**config.mk**
```make
export PLATFORM = sky130hd
export DESIGN_NAME = apb_slave_mem_flat
export DESIGN_NICKNAME = d
export VERILOG_FILES = /design/src/rtl/apb_pkg.sv /design/src/rtl/apb_slave_mem_if.sv /design/src/rtl/apb_slave_regfile.sv /design/src/rtl/apb_slave_mem.sv /design/src/flat_wrapper.sv
export SDC_FILE = /design/constraint.sdc
export NUM_CORES = 2
export LEC_CHECK = 0
export CORE_ASPECT_RATIO = 0.7
export CORE_MARGIN = 1.5
export CORE_UTILIZATION = 29
export CTS_BUF_LIST = sky130_fd_sc_hd__clkbuf_4 sky130_fd_sc_hd__clkbuf_8
export DETAILED_ROUTE_END_ITERATION = 16
export SYNTH_ARGS = -nofsm -noshare
export SYNTH_HDL_FRONTEND = slang
export SYNTH_SLANG_ARGS = --single-unit
```
**constraint.sdc**
```tcl
create_clock -name pclk -period 122 [get_ports pclk]
set_clock_uncertainty 0.1 [all_clocks]
set_input_delay 18.3 -clock pclk [delete_from_list [all_inputs] [get_ports pclk]]
set_output_delay 18.3 -clock pclk [all_outputs]
set_load 0.02 [all_outputs]
```
**src/rtl/apb_pkg.sv**
```systemverilog
// Shared types and constants for the APB completer memory.
// Provides the FSM state type, the pprot privilege bit and a byte-offset helper.
package apb_pkg;

    typedef enum logic [0:0] {
        IDLE   = 1'b0,
        ACCESS = 1'b1
    } apb_slave_state_e;

    localparam int PPROT_PRIV = 0;

    // Number of byte-offset bits inside one data word.
    function automatic int offs_w(input int data_width);
        return (data_width > 8) ? $clog2(data_width / 8) : 0;
    endfunction

    localparam int OFFS_W_DEFAULT = offs_w(32);

endpackage

```
**src/rtl/apb_slave_mem_if.sv**
```systemverilog
// APB4 completer-side bus bundle.
// master drives psel/penable/pwrite/paddr/pprot/pwdata/pstrb; slave returns prdata/pready/pslverr.
interface apb_slave_mem_if #(
    parameter int DATA_WIDTH = 32,
    parameter int ADDR_WIDTH = 10
);
    localparam int BYTES_PER_WORD = DATA_WIDTH / 8;

    logic                      psel;
    logic                      penable;
    logic                      pwrite;
    logic [ADDR_WIDTH-1:0]     paddr;
    logic [2:0]                pprot;
    logic [DATA_WIDTH-1:0]     pwdata;
    logic [BYTES_PER_WORD-1:0] pstrb;
    logic [DATA_WIDTH-1:0]     prdata;
    logic                      pready;
    logic                      pslverr;

    modport master (
        output psel, penable, pwrite, paddr, pprot, pwdata, pstrb,
        input  prdata, pready, pslverr
    );

    modport slave (
        input  psel, penable, pwrite, paddr, pprot, pwdata, pstrb,
        output prdata, pready, pslverr
    );

endinterface

```
**src/rtl/apb_slave_regfile.sv**
```systemverilog
// Word-organised storage: byte-strobe write port and registered read port.
// Ports: pclk/preset, rd_en/rd_zero/rd_idx -> rd_data, wr_en/wr_idx/wr_data/wr_strb.
module apb_slave_regfile #(
    parameter int DATA_WIDTH = 32,
    parameter int DEPTH      = 64,
    parameter int IW         = 6
) (
    input  logic                      pclk,
    input  logic                      preset,
    input  logic                      rd_en,
    input  logic                      rd_zero,
    input  logic [IW-1:0]             rd_idx,
    output logic [DATA_WIDTH-1:0]     rd_data,
    input  logic                      wr_en,
    input  logic [IW-1:0]             wr_idx,
    input  logic [DATA_WIDTH-1:0]     wr_data,
    input  logic [DATA_WIDTH/8-1:0]   wr_strb
);

    localparam int BYTES = DATA_WIDTH / 8;

    logic [DATA_WIDTH-1:0] mem [DEPTH];

    always_ff @(posedge pclk or posedge preset) begin
        if (preset) begin
            for (int w = 0; w < DEPTH; w++) begin
                mem[w] <= '0;
            end
            rd_data <= '0;
        end else begin
            if (wr_en) begin
                for (int b = 0; b < BYTES; b++) begin
                    if (wr_strb[b]) begin
                        mem[wr_idx][b*8 +: 8] <= wr_data[b*8 +: 8];
                    end
                end
            end
            // rd_zero covers errors (incl. out-of-range index) and writes.
            if (rd_en) begin
                rd_data <= rd_zero ? '0 : mem[rd_idx];
            end
        end
    end

endmodule

```
**src/rtl/apb_slave_mem.sv**
```systemverilog
// APB4 completer with word memory, byte strobes, wait states and error decode.
// Ports: pclk, preset (async, active-high), bus (apb_slave_mem_if.slave).
module apb_slave_mem
    import apb_pkg::*;
#(
    parameter int DATA_WIDTH     = 32,
    parameter int ADDR_WIDTH     = 10,
    parameter int DEPTH          = 64,
    parameter int WAIT_STATES    = 0,
    parameter int PRIV_BASE      = 48,
    parameter int BYTES_PER_WORD = DATA_WIDTH / 8
) (
    input  logic             pclk,
    input  logic             preset,
    apb_slave_mem_if.slave   bus
);

    localparam int OFFS_W = offs_w(DATA_WIDTH);
    localparam int IW     = (DEPTH > 1) ? $clog2(DEPTH) : 1;
    localparam logic [ADDR_WIDTH-1:0] OFF_MASK =
        ADDR_WIDTH'(BYTES_PER_WORD - 1);

    apb_slave_state_e          state;
    logic [3:0]                wait_cnt;
    logic                      err_q;
    logic                      write_q;
    logic [IW-1:0]             idx_q;
    logic [DATA_WIDTH-1:0]     wdata_q;
    logic [BYTES_PER_WORD-1:0] strb_q;

    logic [ADDR_WIDTH-1:0]     idx_c;
    int                        idx_i;
    logic                      err_c;
    logic                      setup;
    logic                      complete;
    logic                      wr_en;
    logic                      unused_pprot;

    assign idx_c = bus.paddr >> OFFS_W;
    assign unused_pprot = ^bus.pprot[2:1];

    always_comb begin
        idx_i = int'(idx_c);
        err_c = (idx_i >= DEPTH)
              || ((bus.paddr & OFF_MASK) != '0)
              || ((idx_i >= PRIV_BASE) && !bus.pprot[PPROT_PRIV]);
    end

    assign setup    = (state == IDLE) && bus.psel && !bus.penable;
    assign complete = (state == ACCESS) && bus.psel && bus.penable
                    && (wait_cnt == 4'd0);
    assign wr_en    = complete && write_q && !err_q;

    // Outputs decode registered state only; no input-to-output path.
    assign bus.pready  = (state == ACCESS) && (wait_cnt == 4'd0);
    assign bus.pslverr = bus.pready && err_q;

    always_ff @(posedge pclk or posedge preset) begin
        if (preset) begin
            state    <= IDLE;
            wait_cnt <= '0;
            err_q    <= 1'b0;
            write_q  <= 1'b0;
            idx_q    <= '0;
            wdata_q  <= '0;
            strb_q   <= '0;
        end else begin
            unique case (state)
                IDLE: begin
                    if (setup) begin
                        state    <= ACCESS;
                        wait_cnt <= 4'(WAIT_STATES);
                        err_q    <= err_c;
                        write_q  <= bus.pwrite;
                        idx_q    <= IW'(idx_c);
                        wdata_q  <= bus.pwdata;
                        strb_q   <= bus.pstrb;
                    end
                end
                ACCESS: begin
                    // psel dropping before completion is an abort.
                    if (!bus.psel || complete) begin
                        state <= IDLE;
                    end else if (wait_cnt != 4'd0) begin
                        wait_cnt <= wait_cnt - 4'd1;
                    end
                end
            endcase
        end
    end

    apb_slave_regfile #(
        .DATA_WIDTH (DATA_WIDTH),
        .DEPTH      (DEPTH),
        .IW         (IW)
    ) u_regfile (
        .pclk    (pclk),
        .preset  (preset),
        .rd_en   (setup),
        .rd_zero (err_c || bus.pwrite),
        .rd_idx  (IW'(idx_c)),
        .rd_data (bus.prdata),
        .wr_en   (wr_en),
        .wr_idx  (idx_q),
        .wr_data (wdata_q),
        .wr_strb (strb_q)
    );

endmodule

```
**src/flat_wrapper.sv**
```systemverilog
// flat-port wrapper written by rule: the top's interface ports become plain ports
module apb_slave_mem_flat import apb_pkg::*;
#(
    parameter int DATA_WIDTH     = 32,
    parameter int ADDR_WIDTH     = 10,
    parameter int DEPTH          = 64,
    parameter int WAIT_STATES    = 0,
    parameter int PRIV_BASE      = 48,
    parameter int BYTES_PER_WORD = DATA_WIDTH / 8
)
  (pclk, preset, bus_psel, bus_penable, bus_pwrite, bus_paddr, bus_pprot, bus_pwdata, bus_pstrb, bus_prdata, bus_pready, bus_pslverr);
  apb_slave_mem_if #(.DATA_WIDTH(DATA_WIDTH), .ADDR_WIDTH(ADDR_WIDTH)) bus_i ();
  input  logic pclk;
  input  logic preset;
  input wire logic [$bits(bus_i.psel)-1:0] bus_psel;
  input wire logic [$bits(bus_i.penable)-1:0] bus_penable;
  input wire logic [$bits(bus_i.pwrite)-1:0] bus_pwrite;
  input wire logic [$bits(bus_i.paddr)-1:0] bus_paddr;
  input wire logic [$bits(bus_i.pprot)-1:0] bus_pprot;
  input wire logic [$bits(bus_i.pwdata)-1:0] bus_pwdata;
  input wire logic [$bits(bus_i.pstrb)-1:0] bus_pstrb;
  output wire logic [$bits(bus_i.prdata)-1:0] bus_prdata;
  output wire logic [$bits(bus_i.pready)-1:0] bus_pready;
  output wire logic [$bits(bus_i.pslverr)-1:0] bus_pslverr;
  assign bus_i.psel = bus_psel;
  assign bus_i.penable = bus_penable;
  assign bus_i.pwrite = bus_pwrite;
  assign bus_i.paddr = bus_paddr;
  assign bus_i.pprot = bus_pprot;
  assign bus_i.pwdata = bus_pwdata;
  assign bus_i.pstrb = bus_pstrb;
  assign bus_prdata = bus_i.prdata;
  assign bus_pready = bus_i.pready;
  assign bus_pslverr = bus_i.pslverr;
  apb_slave_mem #(.DATA_WIDTH(DATA_WIDTH), .ADDR_WIDTH(ADDR_WIDTH), .DEPTH(DEPTH), .WAIT_STATES(WAIT_STATES), .PRIV_BASE(PRIV_BASE), .BYTES_PER_WORD(BYTES_PER_WORD)) u_core (.pclk(pclk), .preset(preset), .bus(bus_i));
endmodule
```
* Word level (Yosys, flattened, before mapping)
Index checks and enable logic that the tools add are counted.
Storage, ports and cells: bits in registers 2129, bits in latches 0, RAM bits 0, ROM bits 0, output and inout port bits 34, memories 0
Operators by class: add/subtract/negate cells 1, $mul 0, div/mod/pow operators 0, $lt $le $gt $ge 5, equality and inequality tests 3, shifts and indexed selects 0, muxes and demuxes 30, bitwise operators 3, reduce and logical (&&, ||, !) cells 24
Operators by type and width (number):
- two-way mux 2048 bit | 7
- bitwise mux 2048 bit | 4
- demux 32 bit (select 6 bit) | 4
- binary-select mux 32 bit (select 6 bit) | 1
- two-way mux 32 bit | 4
- two-way mux 24 bit | 1
- two-way mux 16 bit | 1
- greater-or-equal comparator 7 bit (second input constant) | 2
- inverter 6 -> 7 bit | 2
- two-way mux 4 bit | 3
- logical AND 1 bit | 11
- nonzero test 10 bit | 1
- greater-or-equal comparator 8 x 6 -> 1 bit (second input constant) | 1
- greater-or-equal comparator 8 x 7 -> 1 bit (second input constant) | 1
- two-way mux 8 bit | 1
- one-hot mux 4 bit (2 select lines) | 1
- less-than comparator 7 x 1 -> 1 bit (second input constant) | 1
- logical NOT 1 bit | 4
- logical NOT 4 bit | 1
- logical OR 1 bit | 4
- inequality test 2 bit (second input constant) | 2
- nonzero test 4 bit | 1
- subtractor 4 x 1 -> 4 bit (second input constant) | 1
- AND reduction 3 bit | 1
- other kinds (5) | 6

* Depth between registers and ports, before layout
depth after elaboration 16, depth in mapped cells 10, mapped depth without buffers 7

* By module
A second synthesis with hierarchy kept.
Unflattened totals: cells, all modules 6317, area total of the unflattened synthesis 96546.3 µm²
By module, submodules not included:
- apb_slave_regfile | times used 1, cells an instance 6187, area an instance 94566.9 µm²
- apb_slave_mem | times used 1, cells an instance 130, area an instance 1979.4 µm²

* Worst setup path after synthesis
Ideal clock, no wire load.
path kind in2reg, start point in bus_paddr[2], end point reg u_core.u_regfile.rd_data[13], library setup time 0.120 ns, data arrival time 20.099 ns, required time 121.780 ns, slack 101.681 ns, cell stages on the path 8, path buffers 4, cells stage by stage buf_4 buf_2 buf_4 buf_2 mux4_2 mux2_2 o22ai_1 nand2_1
Between the ends: cells in the longest elaborated chain, start to end 5, elaborated cells on any way between the ends 11, classes of those cells order compare: 2; mux: 4; bitwise: 1; reduce/logical: 4
Ends and longest elaborated chain:
- start: declaration | RTL line flat_wrapper.sv:18 | input wire logic [$bits(bus_i.paddr)-1:0] bus_paddr;
- inverter 6 -> 7 bit (not written as such), or another cell as far along | RTL line apb_slave_regfile.sv:40 | rd_data <= rd_zero ? '0 : mem[rd_idx];
- binary-select mux 32 bit (select 6 bit), or another cell as far along | RTL line apb_slave_regfile.sv:40
- two-way mux 32 bit (not written as such) or logical OR 1 bit (tied branches) | RTL line apb_slave_regfile.sv:40, apb_slave_mem.sv:46
- two-way mux 32 bit (not written as such) or logical OR 1 bit (tied branches) | RTL line apb_slave_regfile.sv:40, apb_slave_mem.sv:100
- two-way mux 32 bit * | RTL line apb_slave_regfile.sv:40
- end signal: assignment | RTL line apb_slave_regfile.sv:40
- end: declaration | RTL line apb_slave_regfile.sv:13 | output logic [DATA_WIDTH-1:0] rd_data,
Mark *: on every way between the ends. The rest lies on a longest branch, timed or not. The select of a mux whose other input is x is not followed. A chain may end at the register's enable or synchronous reset.

==> parameters.txt <==
Parameter                              Value

Global routing
  Wire length of the first global-routing pass ... 415 mm
  Vias in the first global route ... 59,100
  Global-route usage over all layers ... 16.4%
  Maximum number of pins on one net before global-route repair ... 180
  Final global-route overflow total ... 0
  Initial antenna violation count ... 8

Critical path
  Critical Path Source Type ... input port
  Kind of capture point of the worst setup path ... asynchronous set/reset pin
  Crit Path Class ... input port to asynchronous set/reset pin
  Worst path most repeated cell ... sky130_fd_sc_hd__buf_4
  Delay of the slowest cell on the worst path ... 0.89 ns
  Required time of the critical path ... 122.82 ns
  Arrival time of data at the critical path endpoint ... 24.71 ns
  Register-to-Register Path Depth ... 6
  Critical Path, Cell by Cell ... clkdlybuf4s50_1, inv_8, buf_4, buf_4, buf_4, buf_4, buf_4, buf_4
  Crit-path max FO ... 133
  Highest-delay cell along the critical path ... sky130_fd_sc_hd__buf_4

Clocking
  Bufs on Longest Clock Path ... 4
  Clock Latency Late Sink ... 1.00 ns
  Post-CTS clock slew at the launch and capture registers of the worst setup and hold paths ... 0.06 ns
  Setup fix buffers added after clock tree synthesis ... 0
  Resized cells post-CTS ... 0
  Number of buffers added to fix hold violations after cts ... 0
  Cell at the root of the clock tree ... sky130_fd_sc_hd__clkbuf_8
  Deepest level of the CTS H-tree ... 5
  Clock sink count ... 2,129
  CTS tree ... built
  Num CTS Buffers ... 316

STA
  Worst slew margin relative to its limit ... 7.02%
  Final Cycle Share ... 19.6%
  Worst-margin pin slew ... 1.38 ns
  Number of endpoints with negative hold slack in the final report ... 0
  Final total negative setup slack ... 0 ns
  Max Slew Vio Count ... 0
  Clock period minus worst slack ... 23.90 ns
  Setup-failing EPs final ... 0
  Setup repair after global routing missed its margin ... no
  Worst Hold Margin ... 0.370 ns
  Fmax ... 0.0418 GHz

Logic synthesis
  Synth Area per Inst ... 15.8 um^2
  Synth Cell Area ... 97,000 um^2
  Predominant post-synthesis flop cell ... sky130_fd_sc_hd__dfrtp_1
  Cell taking the most area after synthesis ... sky130_fd_sc_hd__dfrtp_1
  Post-synth top area share ... 54.9%
  Cell types occupying the most area after synthesis ... sky130_fd_sc_hd__dfrtp_1 55%, sky130_fd_sc_hd__mux2_2 23%, sky130_fd_sc_hd__mux4_2 12%
  #FFs+latches synth ... 2,129
  Post-synth cell types ... 43
  Yosys synthesis warning count ... 0
  Share of async-settable or async-resettable flops after synthesis ... 100%
  Synthesized net count ... 6,184
  Number of enable flip-flop cells after synthesis ... 0
  Synthesized instance count ... 6,129
  Share of synthesized area occupied by flip-flops and latches ... 54.9%

Status
  Result of the run ... completed

Finish
  Util after Layout ... 32.8%
  Share of layout cells above drive strength 1 ... 54.5%
  FF/Latch Area ... 53,300 um^2
  Relative area change from synthesis to final layout ... 12.5%
  Number of inserted filler cells in the final layout ... 32,000
  Net count, final ... 6,241
  Multi-input gate area ... 41,900 um^2

Floorplanning
  X dimension of the die ... 694 um
  Starting density of the core ... 29.2%
  Overall die area ... 338,000 um^2
  Top Ports ... 88
  Std cell rows ... 177
  Placeable core region ... 332,000 um^2
  Height of the die ... 487 um

Place
  Number of input and output port buffers inserted ... 85
  Final HPWL DP ... 179 mm
  Routability congestion estimate ... 0.804

Detailed routing
  Number of optimization iterations in the first detailed-route pass ... 12
  First-iteration detailed-routing DRC count ... 4,573
  Remaining routing DRC violations ... 0
  Max layer used ... met5
  Routed length on met1 ... 131 mm
  WL/cell ... 25.8 um
  Met3 wire length ... 22.2 mm
  Routed met2 length ... 120 mm
  Vias ... 55,600
  Remaining number of nets flagged by the antenna check after routing ... 0
  Vias per std cell ... 5.11
  Total wirelength of the detailed-routed design ... 281 mm

Worst hold path
  Number of cells on the worst hold path ... 2
  Hold crit path type ... flop to flop

Power and ir drop
  Leakage dissipation ... 50.1 nW
  Power per cell area ... 13.3 nW/um^2
  Peak supply drop ... 0.00786 mV
  Overall Power ... 0.00145 W

Flow run
  Maximum Capacitance Violations ... 0
[per-stage QoR]
stage               instance area [um^2]  cells  worst slack (ns)
CTS                               109000  10900             97.98
global route                      109000  10900             97.22
global placement                  103000  10300             97.25
finish                            109000  10900             98.10
floorplan                          97000   6129             43.45
detailed placement                103000  10300             96.92
[flip-flops by register name (all words and copies together), names as in the netlist]
signal and cells:
u_core.u_regfile.rd_data 32, u_core.wait_cnt 4, u_core.idx_q 6, u_core.u_regfile.mem 2048, u_core.state 1, u_core.write_q 1, u_core.err_q 1, u_core.wdata_q 32
u_core.strb_q 4
[logic make-up (layout without fill, tap and decap cells)]
kind of cell / Yosys count / after routing / share of synthesized area [%]
AND/OR/NAND/NOR: 604 / 604 / 4.48
adder cells (fa/ha/maj): 1 / 1 / 0.0129
flip-flops: 2129 / 2129 / 54.9
AO/OA/AOI/OAI: 297 / 297 / 2.00
other: 0 / 6 / 0
multiplexers: 2639 / 2639 / 36.6
buffers and inverters: 459 / 744 / 2.00
[layout by cell type (no fill, tap or decap), types with 70 or more instances in the layout]
cell type                         synthesis  layout
sky130_fd_sc_hd__mux4_2                 520     520
sky130_fd_sc_hd__buf_4                   27     102
sky130_fd_sc_hd__mux2i_1                 70      70
sky130_fd_sc_hd__clkdlybuf4s50_1          0      79
sky130_fd_sc_hd__mux2_2                2013    2013
sky130_fd_sc_hd__nor2_4                 240     240
sky130_fd_sc_hd__nand2_1                259     255
sky130_fd_sc_hd__a211oi_1                70      70
sky130_fd_sc_hd__clkbuf_4                 0     119
sky130_fd_sc_hd__dfrtp_1               2129    2097
sky130_fd_sc_hd__clkbuf_8                 0     390
sky130_fd_sc_hd__o22ai_1                183     183
[synth_stat cells (all sizes together), types with 5 or more instances]
library cell / n
a22oi: 10
nand3b: 6
dfrtp: 2129
nor2: 264
a21oi: 21
buf: 144
nor2b: 5
mux2: 2049
a211oi: 70
nor3b: 7
mux4: 520
o21ai: 5
nand3: 7
mux2i: 70
clkbuf: 310
inv: 5
nor4: 26
nand2: 263
o22ai: 183
[per-layer routing]
metal | up-vias | global-route usage [%]
li1 | 23000 | -
met1 | 30600 | 23.8
met2 | 1608 | 23.6
met3 | 459 | 4.92
met4 | 10 | 4.38
met5 | - | 0.626
[cell type report]
type	count	share of cell area, %
antenna	6	0.0138
clock buffer	508	5.72
tap	4475	5.13
inverter	5	0.0241
clock inverter	38	0.314
sequential	2129	48.8
multi-input combinational	3541	38.4
timing repair buffer	193	1.59
[path summary, 6_finish.rpt]
check                                             start                      endpoint  slack, ns
max in group pclk                          bus_paddr[2]  u_core.u_regfile.rd_data[16]      98.78
hold / removal             u_core.u_regfile.rd_data[11]  u_core.u_regfile.rd_data[11]       0.37
setup / recovery                                 preset             u_core.wdata_q[2]      98.10
setup reg to reg                           u_core.state  u_core.u_regfile.rd_data[18]     117.96
min in group asynchronous                        preset            u_core.wdata_q[21]      17.80
hold reg to reg            u_core.u_regfile.rd_data[11]  u_core.u_regfile.rd_data[11]       0.37
[power breakdown]
part,internal (W),total [W],switching (W)
Clock,0.000332,0.000622,0.000290
Combinational,0.0000202,0.000106,0.0000858
Sequential,0.000710,0.000718,0.00000851
Total,0.00106,0.00145,0.000384
[critical path, delay by kind of cell]
kind | cells | cell delay [ns]
buffers and inverters | 8 | 5.93
(Power assumes the default switching activity.)
